$ cat config.mk
export PLATFORM = sky130hd
export DESIGN_NAME = digit_serial_adder
export DESIGN_NICKNAME = d
export VERILOG_FILES = /design/src/rtl/digit_serial_adder.sv
export SDC_FILE = /design/constraint.sdc
export NUM_CORES = 1
export LEC_CHECK = 0
export BUFFER_PORTS_ARGS = -buffer_cell sky130_fd_sc_hd__buf_2
export CORE_MARGIN = 2
export CORE_UTILIZATION = 51
export CTS_CLUSTER_SIZE = 8
export DETAILED_ROUTE_END_ITERATION = 10
export PLACE_DENSITY = 0.74
export SLEW_MARGIN = 0
export SYNTH_ARGS = -nofsm -noshare
export SYNTH_HDL_FRONTEND = slang
export SYNTH_SLANG_ARGS = --single-unit
$ cat constraint.sdc
create_clock -name clk -period 2.49 [get_ports clk]
set_input_delay 0.498 -clock clk [delete_from_list [all_inputs] [get_ports clk]]
set_output_delay 0.498 -clock clk [all_outputs]
set_load 0.05 [all_outputs]
$ cat src/rtl/digit_serial_adder.sv
// digit_serial_adder: adds or subtracts two WIDTH-bit operands DIGIT bits per cycle, LSD first.
// Optional signed-overflow output Ovf is built only when DSA_OVF_EN is defined.
module digit_serial_adder #(
    parameter int WIDTH = 8,
    parameter int DIGIT = 2
) (
    input  logic             clk,
    input  logic             rst,
    input  logic [WIDTH-1:0] A,
    input  logic [WIDTH-1:0] B,
    input  logic             Cin,
    input  logic             Sub,
    input  logic             in_valid,
    output logic             in_ready,
    input  logic             Abort,
    output logic [WIDTH-1:0] Sum,
    output logic             Cout,
    output logic             out_valid,
`ifdef DSA_OVF_EN
    output logic             Ovf,
`endif
    input  logic             out_ready
);
    localparam int NDIG = WIDTH / DIGIT;
    localparam int CW = $clog2(NDIG) + 1;
    typedef enum logic [1:0] {IDLE, RUN, DONE} state_t;
    state_t           state;
    logic [WIDTH-1:0] sa, sb, res, res_next;
    logic             carry, last;
    logic [CW-1:0]    cnt;
    logic [DIGIT:0]   dsum;
    assign in_ready  = state == IDLE;
    assign out_valid = state == DONE;
    // one DIGIT-bit ripple add per cycle; the digit sum enters the result from the MSB end
    always_comb begin
        dsum     = {1'b0, sa[DIGIT-1:0]} + {1'b0, sb[DIGIT-1:0]} + {{DIGIT{1'b0}}, carry};
        res_next = (res >> DIGIT) | (WIDTH'(dsum[DIGIT-1:0]) << (WIDTH - DIGIT));
        last     = cnt == CW'(NDIG - 1);
    end
    // control FSM and datapath registers; Abort wins over every handshake
    always_ff @(posedge clk or posedge rst) begin
        if (rst) begin
            state <= IDLE;
            sa    <= '0;
            sb    <= '0;
            res   <= '0;
            carry <= 1'b0;
            cnt   <= '0;
            Sum   <= '0;
            Cout  <= 1'b0;
`ifdef DSA_OVF_EN
            Ovf   <= 1'b0;
`endif
        end else if (Abort) begin
            state <= IDLE;
            cnt   <= '0;
        end else begin
            case (state)
                IDLE: if (in_valid) begin
                    state <= RUN;
                    sa    <= A;
                    sb    <= Sub ? ~B : B;
                    carry <= Sub | Cin;
                    cnt   <= '0;
                end
                RUN: begin
                    sa    <= sa >> DIGIT;
                    sb    <= sb >> DIGIT;
                    res   <= res_next;
                    carry <= dsum[DIGIT];
                    cnt   <= cnt + CW'(1);
                    if (last) begin
                        state <= DONE;
                        Sum   <= res_next;
                        Cout  <= dsum[DIGIT];
`ifdef DSA_OVF_EN
                        // carry into the MSB recovered as a ^ b ^ sum of the top bit
                        Ovf   <= sa[DIGIT-1] ^ sb[DIGIT-1] ^ dsum[DIGIT-1] ^ dsum[DIGIT];
`endif
                    end
                end
                DONE: if (out_ready) state <= IDLE;
                default: state <= IDLE;
            endcase
        end
    end
endmodule
Yosys cells after proc, flatten, opt, wreduce, memory -nomap -nowiden
Cells that the tools add are included.
{"block": "totals", "regBits": 39, "elab_cells": 45, "output_inout_bits": 11}
{"block": "op_classes", "muxes": 15, "n_bitwise": 4, "reduce_logical": 8, "eq_ne": 7, "n_addsub": 3}
{"operator": "$pmux 8 s2", "count": 2}
{"operator": "$mux 8", "count": 3}
{"operator": "$reduce_and 3->1", "count": 3}
{"operator": "$mux 2", "count": 4}
{"operator": "$not 8->8", "count": 1}
{"operator": "$or 6x8->8", "count": 1}
{"operator": "$mux 3", "count": 2}
{"operator": "$ne 3x2->1 const B", "count": 2}
{"operator": "$pmux 2 s3", "count": 1}
{"operator": "$pmux 3 s2", "count": 1}
{"operator": "$reduce_and 2->1", "count": 2}
{"operator": "$add 2x2->3", "count": 1}
{"operator": "$add 3x1->3", "count": 1}
{"operator": "$add 3x1->3 const B", "count": 1}
{"operator": "$eq 3x2->1 const B", "count": 1}
{"operator": "$ne 3x3->1 const B", "count": 1}
{"operator": "$reduce_bool 3->1", "count": 1}
{"operator": "$eq 2x1->1 const B", "count": 1}
{"operator": "$eq 2x2->1 const B", "count": 1}
{"operator": "$logic_not 2->1", "count": 1}
{"operator": "$ne 2x2->1 const B", "count": 1}
{"operator": "$pmux 1 s2", "count": 1}
{"operator": "$reduce_bool 2->1", "count": 1}
{"operator": "$mux 1", "count": 1}
{"operator": "other kinds (2)", "count": 2}

Depth between registers and ports, before layout
Gate-level depths: netlist of run 1.
{"block": "depth", "ltp_word": 4, "mapped_depth": 6, "depth_no_buf": 5}

Worst setup path after synthesis of run 1
OpenSTA, ideal clock, no wires.
{"block": "synth_path", "path_type": "reg-to-output", "from": "register state[0]", "to": "output port in_ready", "t_required_ns": 1.992, "setup_slack_ns": 0.830, "path_buffers": 1, "stages_incl_launch_ff": 3, "t_arrival_ns": 1.162, "path_cell_list": "dfrtp_1 buf_2 nor2_1"}
{"block": "synth_via", "elab_chain_cells": 1}
{"item": "start: declaration", "line_no": "27", "source": "state_t state;"}
{"item": "start signal: assignment", "line_no": "43", "source": "state <= IDLE;"}
{"item": "start signal: assignment", "line_no": "55", "source": "state <= IDLE;"}
{"item": "start signal: assignment", "line_no": "60", "source": "state <= RUN;"}
{"item": "$logic_not 2->1", "line_no": "32", "source": "assign in_ready = state == IDLE;"}
{"item": "end: declaration", "line_no": "14", "source": "output logic in_ready,"}
No other way between the ends.

Worst setup path in the final report of run 1
{"block": "layout_path", "from": "register state[0]", "to": "register sa[6]"}
{"block": "layout_via", "elab_chain_cells": 3}
{"item": "$eq 2x1->1 / $logic_not 2->1 (equally long branches)", "line_no": "58", "source": "case (state)"}
{"item": "$reduce_bool 2->1 (no source line) / $ne 2x2->1 (equally long branches)"}
{"item": "$reduce_and 3->1 (no source line)"}
{"item": "end signal: assignment", "line_no": "67", "source": "sa <= sa >> DIGIT;"}
{"item": "end: declaration", "line_no": "28", "source": "logic [WIDTH-1:0] sa, sb, res, res_next;"}
Parallel ways exist; a longest one is shown, timed or not.
A chain may end at the register's enable or synchronous reset.

==> results of run 1 <==
area by class of cell:
class / count / area, µm²
timing repair buffer: 36 / 187.7
clock inverter: 2 / 10.01
clock buffer: 6 / 41.29
tap: 46 / 57.56
sequential: 37 / 925.9
multi-input combinational: 101 / 752.0
inverter: 9 / 33.78
fill: 287 / 1329
worst max-delay path, cell delays in order (launching register included):
cell and delay [ns]:
dfrtp_1 0.49, nor2_1 0.14, buf_4 0.21, or2_1 0.57
o21ai_0 0.21
through the flow:
stage	area, µm²	setup WS (ns)	total power, mW
2_1_floorplan	1780	0.8303	0.9887
3_3_place_gp	1957	0.6983	1.048
3_5_place_dp	1957	0.6314	1.072
4_1_cts	2008	0.7202	1.370
5_1_grt	2008	0.5655	1.453
6_report	2008	0.7292	1.358
cells by family (layout without fill, tap and decap cells):
family / count (synthesis) / in the layout / synth area share, %
AO/OA/AOI/OAI: 43 / 43 / 14.06
flip-flops: 37 / 37 / 52.00
multiplexers: 24 / 24 / 14.20
AND/OR/NAND/NOR: 22 / 22 / 6.395
buffers and inverters: 19 / 53 / 5.762
XOR/XNOR: 8 / 8 / 3.936
adder cells (fa/ha/maj): 4 / 4 / 3.654
power by group through the flow:
stage	Combinational (mW)	Clock, mW	Sequential [mW]
floorplan	0.207	0	0.782
finish	0.289	0.306	0.762
detailed placement	0.295	0	0.777
global placement	0.280	0	0.768
CTS	0.296	0.311	0.764
global route	0.330	0.346	0.777
worst paths after layout:
kind,end,cells past startpoint
worst min register to register,Sum[7],2
max in group asynchronous,sa[3],3
worst min-delay path,sb[2],3
worst max register to register,sa[6],4
min in group clk,state[1],2
worst max-delay path,sa[6],4
registers in the layout, indices dropped and copies added, names as in the netlist:
register and cells:
res 6, Sum 8, cnt 3, state 2, sb 8, sa 8, Cout 1, carry 1
metal layers:
| metal | GRT usage [%] | vias up | part of all wire (%) | wire, µm |
|---|---|---|---|---|
| met3 | 5.893 | 8 | 5.0 | 159 |
| met2 | 29.92 | 28 | 49 | 1572 |
| met1 | 21.45 | 599 | 44 | 1424 |
| met5 | 0 | - | 0 | 0 |
| met4 | 7.222 | 0 | 1.7 | 55 |
| li1 | - | 605 | - | - |
synth_stat cells, types with 2 or more instances:
cell,instances
o21ai_2,4
buf_2,4
mux2_2,10
o21ai_1,6
dfrtp_1,37
o21ai_0,24
ha_1,2
fa_1,2
buf_6,2
o31ai_1,3
xor2_1,6
a21oi_1,2
nor2_1,9
or2_1,2
inv_1,9
xnor2_1,2
mux2i_1,14
nand2_1,5
clkbuf_1,3
==> results.md, run 1 <==
* # Post-CTS Setup Buffers at 0
* Layout cells sized above 1 at between 30% and 40%
* Root Buffer Master: clkbuf_4
* Critical Path Start: state[0]
* Status: finished, final reports clean
* #FFs+latches synth at 37
* Gr ovfl total at 0
* Syn Nets at approximately 180
* Synth unique cells at 30
* Most common cell after layout, fill and taps aside: dfrtp_1
* Final setup viols at 0
* Hold-fix buffers, CTS at 0
* Max-slew violations at 0
* Pleak at around 1 nW
* Via total after detailed routing at roughly 1200
* Placed cells at 229
* Post-CTS resize count at 0
* # IOs at 34
* H-tree depth at 2
* Area leader, netlist: dfrtp_1
* Int Pwr at approximately 0.94 mW
* Post-layout util at around 60%
* Post-synth top area share at approximately 52%
* Hold crit path type: in -> async
* Floorplan die area at 3980 µm²
* Synth area leaders: dfrtp_1 52%, mux2i_1 7.9%, o21ai_0 6.7%, mux2_2 6.3%, xor2_1 3.0%
* Register area share after synthesis at a little over half
* Total Nets Final at roughly 220
* Comb power frac at a little over a fifth
* Fmax at approximately 570 MHz
* Maximum Capacitance Violations at 0
* Inserted Diodes at 0
* Die width at 63.09 µm
* RSZ-0062 raised after global routing: no
* Sequential power share at between 50 and 60%
* Fin Hold WS at 0.2399 ns
* Final Non-Filler Cells at around 240
* Post-synth EDFFs at 0
* Async S/R FF share, synth at between 90% and 100%
* Setup_tns at 0 ns
* Global-route wire length before repair at between 5000 and 6000 µm
* Rows at 21
* Vias in the first global route at roughly 1200
* Tot GR Track Use at between 15 and 20%
* Clock power frac at between 20 and 25%
* Data arrival time of the worst path at roughly 2 ns
* PwrDens at about 680 nW/µm²
* Number of remaining DRC errors at 0
* Critical path required time at about 2.7 ns
* Sw Share at between 30% and 40%
* Die height at approximately 63 µm
* CORE AREA at approximately 3300 µm²
* Routed Antenna Nets at 0
* Wire per inst at roughly 14 µm
* HPWL Detailed at 2266 µm
* Critical path class: reg -> reg
* CTS Buf Count at 5
* GPL Wtd Cong at between 0.7 and 0.8
* Post-Syn Area at approximately 1800 µm²
* TritonCTS clock tree: done
* Final hold vios at 0
* Initial core utilization at a little over half
* Max IR drop VDD at around 0.33 mV
* Avg Inst Size Synth at between 10 and 15 µm²
* Clk_skew at around 0.0026 ns
* Main synth FF type: dfrtp_1
* Switch Pwr at 0.4193 mW
* Port Buffers at 33
* Most frequent cells in the layout: 37 x dfrtp_1, 33 x buf_2, 24 x o21ai_0, 14 x mux2i_1, 10 x mux2_2
* Reg2Reg Setup Slack at ~0.73 ns
* Slew HR at ~55%
* Final wirelength at about 3200 µm
* YS warnings at 0
* Initial antenna violation count at 0
* Post-route clock period utilization at between 70 and 80%
* Crit path time final at 1.761 ns
* Area Growth Syn to Fin at 12.79%
* Nature of the critical path endpoint: flop
* Crit Path Max Fanout at 18
* Synthesized instance count at roughly 160
* First-pass detailed-route iteration total at 4
* Clk Latency, worst-skew pair at between 0.3 and 0.4 ns
* Largest net degree at the start of global routing at 38
* Maximum root-to-sink buffer count at 2
* Via/cell ratio at around 5.2
* Worst Tran Pin Value at 0.6788 ns
* 1st-iter DRT viols at 92
* Clock Pin Slew Worst Setup and Hold Paths at around 0.11 ns
* RR Startpoint: state[0]
* CTS Sinks at 37
* Critical Path Start Type: flop
(Power assumes the default switching activity.)
==> run 2, diff against run 1 <==
- ABC_AREA: unset -> 1
- clock period: 2.49 -> 1.7 ns (I/O delays scaled with it)
==> run 2 against run 1 <==
Net effect: wire length is 11% higher; non-clock buffer count stayed put; final area is 4.2% higher; global-route usage is 2.0 points higher; cell count is 34% higher; register-to-register slack worse by 0.58 ns; clock power is 42% higher; die area is 4.5% higher; worst setup slack worse by 0.64 ns; utilization is 1.1 points higher; critical path type is now reg -> out; highest routed layer unchanged.
==> results.md, run 2 <==
* Pleak at ~1.2 nW
* Setup WS pre-CTS at about 0.08 ns
* Async S/R FF share, synth at between 90% and 100%
* Critical path required time at roughly 1.4 ns
* FF-to-FF path depth at 4
* Status: finished, final reports clean
* Clock Pin Slew Worst Setup and Hold Paths at 0.12 ns
* Post-route clock period utilization at a little over nine tenths
* Initial antenna violation count at 0
* HPWL Detailed at ~2400 µm
* Post-Syn Area at between 1500 and 2000 µm²
* Area leader, netlist: dfrtp_1
* Post-synth top cells: 116 x nand2_1, 37 x dfrtp_1, 25 x inv_1
* Via total after detailed routing at between 1500 and 2000
* Data arrival time of the worst path at around 1.3 ns
* Post-layout util at about three fifths
* Layout Cell Area excl Fill at 2092 µm²
* Layout cells sized above 1 at a little over a fifth
* Inserted Diodes at 0
* CTS Sinks at 37
* Total Nets Final at 299
* RR Startpoint: sa[0]
* Post-synth top area share at approximately half
* Root Buffer Master: clkbuf_4
* Vias in the first global route at 1450
* Gr ovfl total at 0
* Max IR drop VDD at just under 0.5 mV
* Final hold vios at 0
* RSZ-0062 raised after global routing: no
* YS warnings at 0
* Synthesized instance count at roughly 240
* Maximum Capacitance Violations at 0
* Final wirelength at ~3600 µm
* Critical Path Start: state[1]
* Floorplan die area at about 4200 µm²
* Final worst slack at slightly below 0.09 ns
* 1st-iter DRT viols at 123
* TritonCTS clock tree: done
* Initial core utilization at about 55%
* Final setup viols at 0
* Wire per inst at 11.24 µm
* Placed instance area at between 2000 and 2500 µm²
* Clk Latency, worst-skew pair at between 0.3 and 0.4 ns
* Register area share after synthesis at roughly half
* Setup_tns at 0 ns
* CTS Buf Count at 5
* Routed Antenna Nets at 0
* Avg Inst Size Synth at 7.877 µm²
* H-tree depth at 2
* Top flop regs: Sum x8, sa x8, sb x8
* Maximum root-to-sink buffer count at 2
* Die height at 64.50 µm
* Hold-fix buffers, CTS at 0
* Crit Path Max Fanout at 5
* GPL Wtd Cong at 0.7502
* Number of remaining DRC errors at 0
* Most common cell after layout, fill and taps aside: nand2_1
* Largest net degree at the start of global routing at 38
* Syn Nets at between 200 and 300
* Port Buffers at 33
* Fmax at approximately 620 MHz
* First-pass detailed-route iteration total at 4
* Critical Path Start Type: flop
* Hold crit path type: in -> async
* # IOs at 34
* Most numerous cell in the Yosys netlist: nand2_1
* Die width at between 60 and 70 µm
* Worst Tran Pin Value at about 0.83 ns
* Synth area leaders: dfrtp_1 50%, nand2_1 23%, inv_1 5.0%, nand3_1 3.2%, o21ai_0 2.9%
* Tot GR Track Use at approximately a fifth
* Rows at 21
* Main synth FF type: dfrtp_1
* Global-route wire length before repair at 6382 µm
* Slew HR at 44.19%
* Via/cell ratio at ~4.8
* Critical path class: reg -> out
* Post-synth EDFFs at 0
* Nature of the critical path endpoint: output port
* CORE AREA at about 3400 µm²
* Most frequent cells in the layout: 116 x nand2_1, 35 x dfrtp_1, 32 x buf_2, 25 x inv_1, 12 x nand3_1
* Synth unique cells at 18
* Crit path time final at ~1.6 ns
* #FFs+latches synth at 37
* Max-slew violations at 0
* PwrDens at roughly 1000 nW/µm²
* Area Growth Syn to Fin at 12.06%
* Clk_skew at about 0.013 ns
==> run 2: changes by cell type in the layout (fill, tap and decap cells not counted), sizes merged, moves of 2 or more <==
| cell | change |
|---|---|
| nand2 | +113 |
| inv | +17 |
| mux2i | -14 |
| nand3 | +12 |
| o21ai | -12 |
| mux2 | -10 |
| xor2 | -6 |
| o31ai | -3 |
| a21oi | -2 |
| or2 | -2 |
| xnor2 | -2 |
==> run 2: metrics by stage <==
| step | hold WS, ns | total power, mW | std cells |
|---|---|---|---|
| 2_1_floorplan | 0.4473 | 1.538 | 237 |
| 3_3_place_gp | 0.4488 | 1.645 | 311 |
| 3_5_place_dp | 0.4540 | 1.672 | 311 |
| 4_1_cts | 0.09737 | 2.096 | 317 |
| 5_1_grt | 0.1436 | 2.248 | 317 |
| 6_report | 0.08338 | 2.095 | 317 |
==> run 2: worst paths after layout <==
kind,to,slack (ns)
max,out_valid,0.09
min,res[2],0.08
max reg2reg,res[7],0.15
min reg2reg,Sum[1],0.48
max in group asynchronous,state[0],1.28
min in group clk,state[1],0.17
==> run 2: critical path, cell delays in order (launching register included) <==
cell     delay [ns]
dfrtp_2        0.45
inv_2          0.08
nor2_1         0.12
buf_2          0.28
==> run 2: where the power goes <==
group / internal [mW] / total, mW / switching [mW]
logic: 0.189 / 0.530 / 0.341
registers: 1.04 / 1.13 / 0.0892
clock network: 0.144 / 0.434 / 0.290
==> run 2: area by class of cell <==
type | instances | area, µm²
multi-input cells | 166 | 775.7
well taps | 46 | 57.56
clock inverters | 1 | 5.005
clock buffers | 5 | 37.54
repair buffers | 36 | 190.2
inverters | 26 | 97.59
flip-flops and latches | 37 | 928.4
fillers | 351 | 1324
==> run 2: logic make-up after synthesis <==
logic type      count (synthesis)  share of synthesized area, %
flops                          37                         49.60
compound gates                 22                         6.903
fa+ha+maj                       4                         3.485
simple gates                  140                         30.90
buf+inv                        34                         9.115
==> run 2: what timing repair did <==
item                                    CTS  global route
buffers inserted                          0             0
endpoints found under the setup margin    0             3
gates resized for setup                   0             5
==> run 2: routing by layer <==
metal / part of all wire, % / global-route usage, %
met1: 47 / 24.32
met2: 48 / 34.11
met3: 3.8 / 5.208
met4: 2.0 / 7.447
met5: 0 / 0
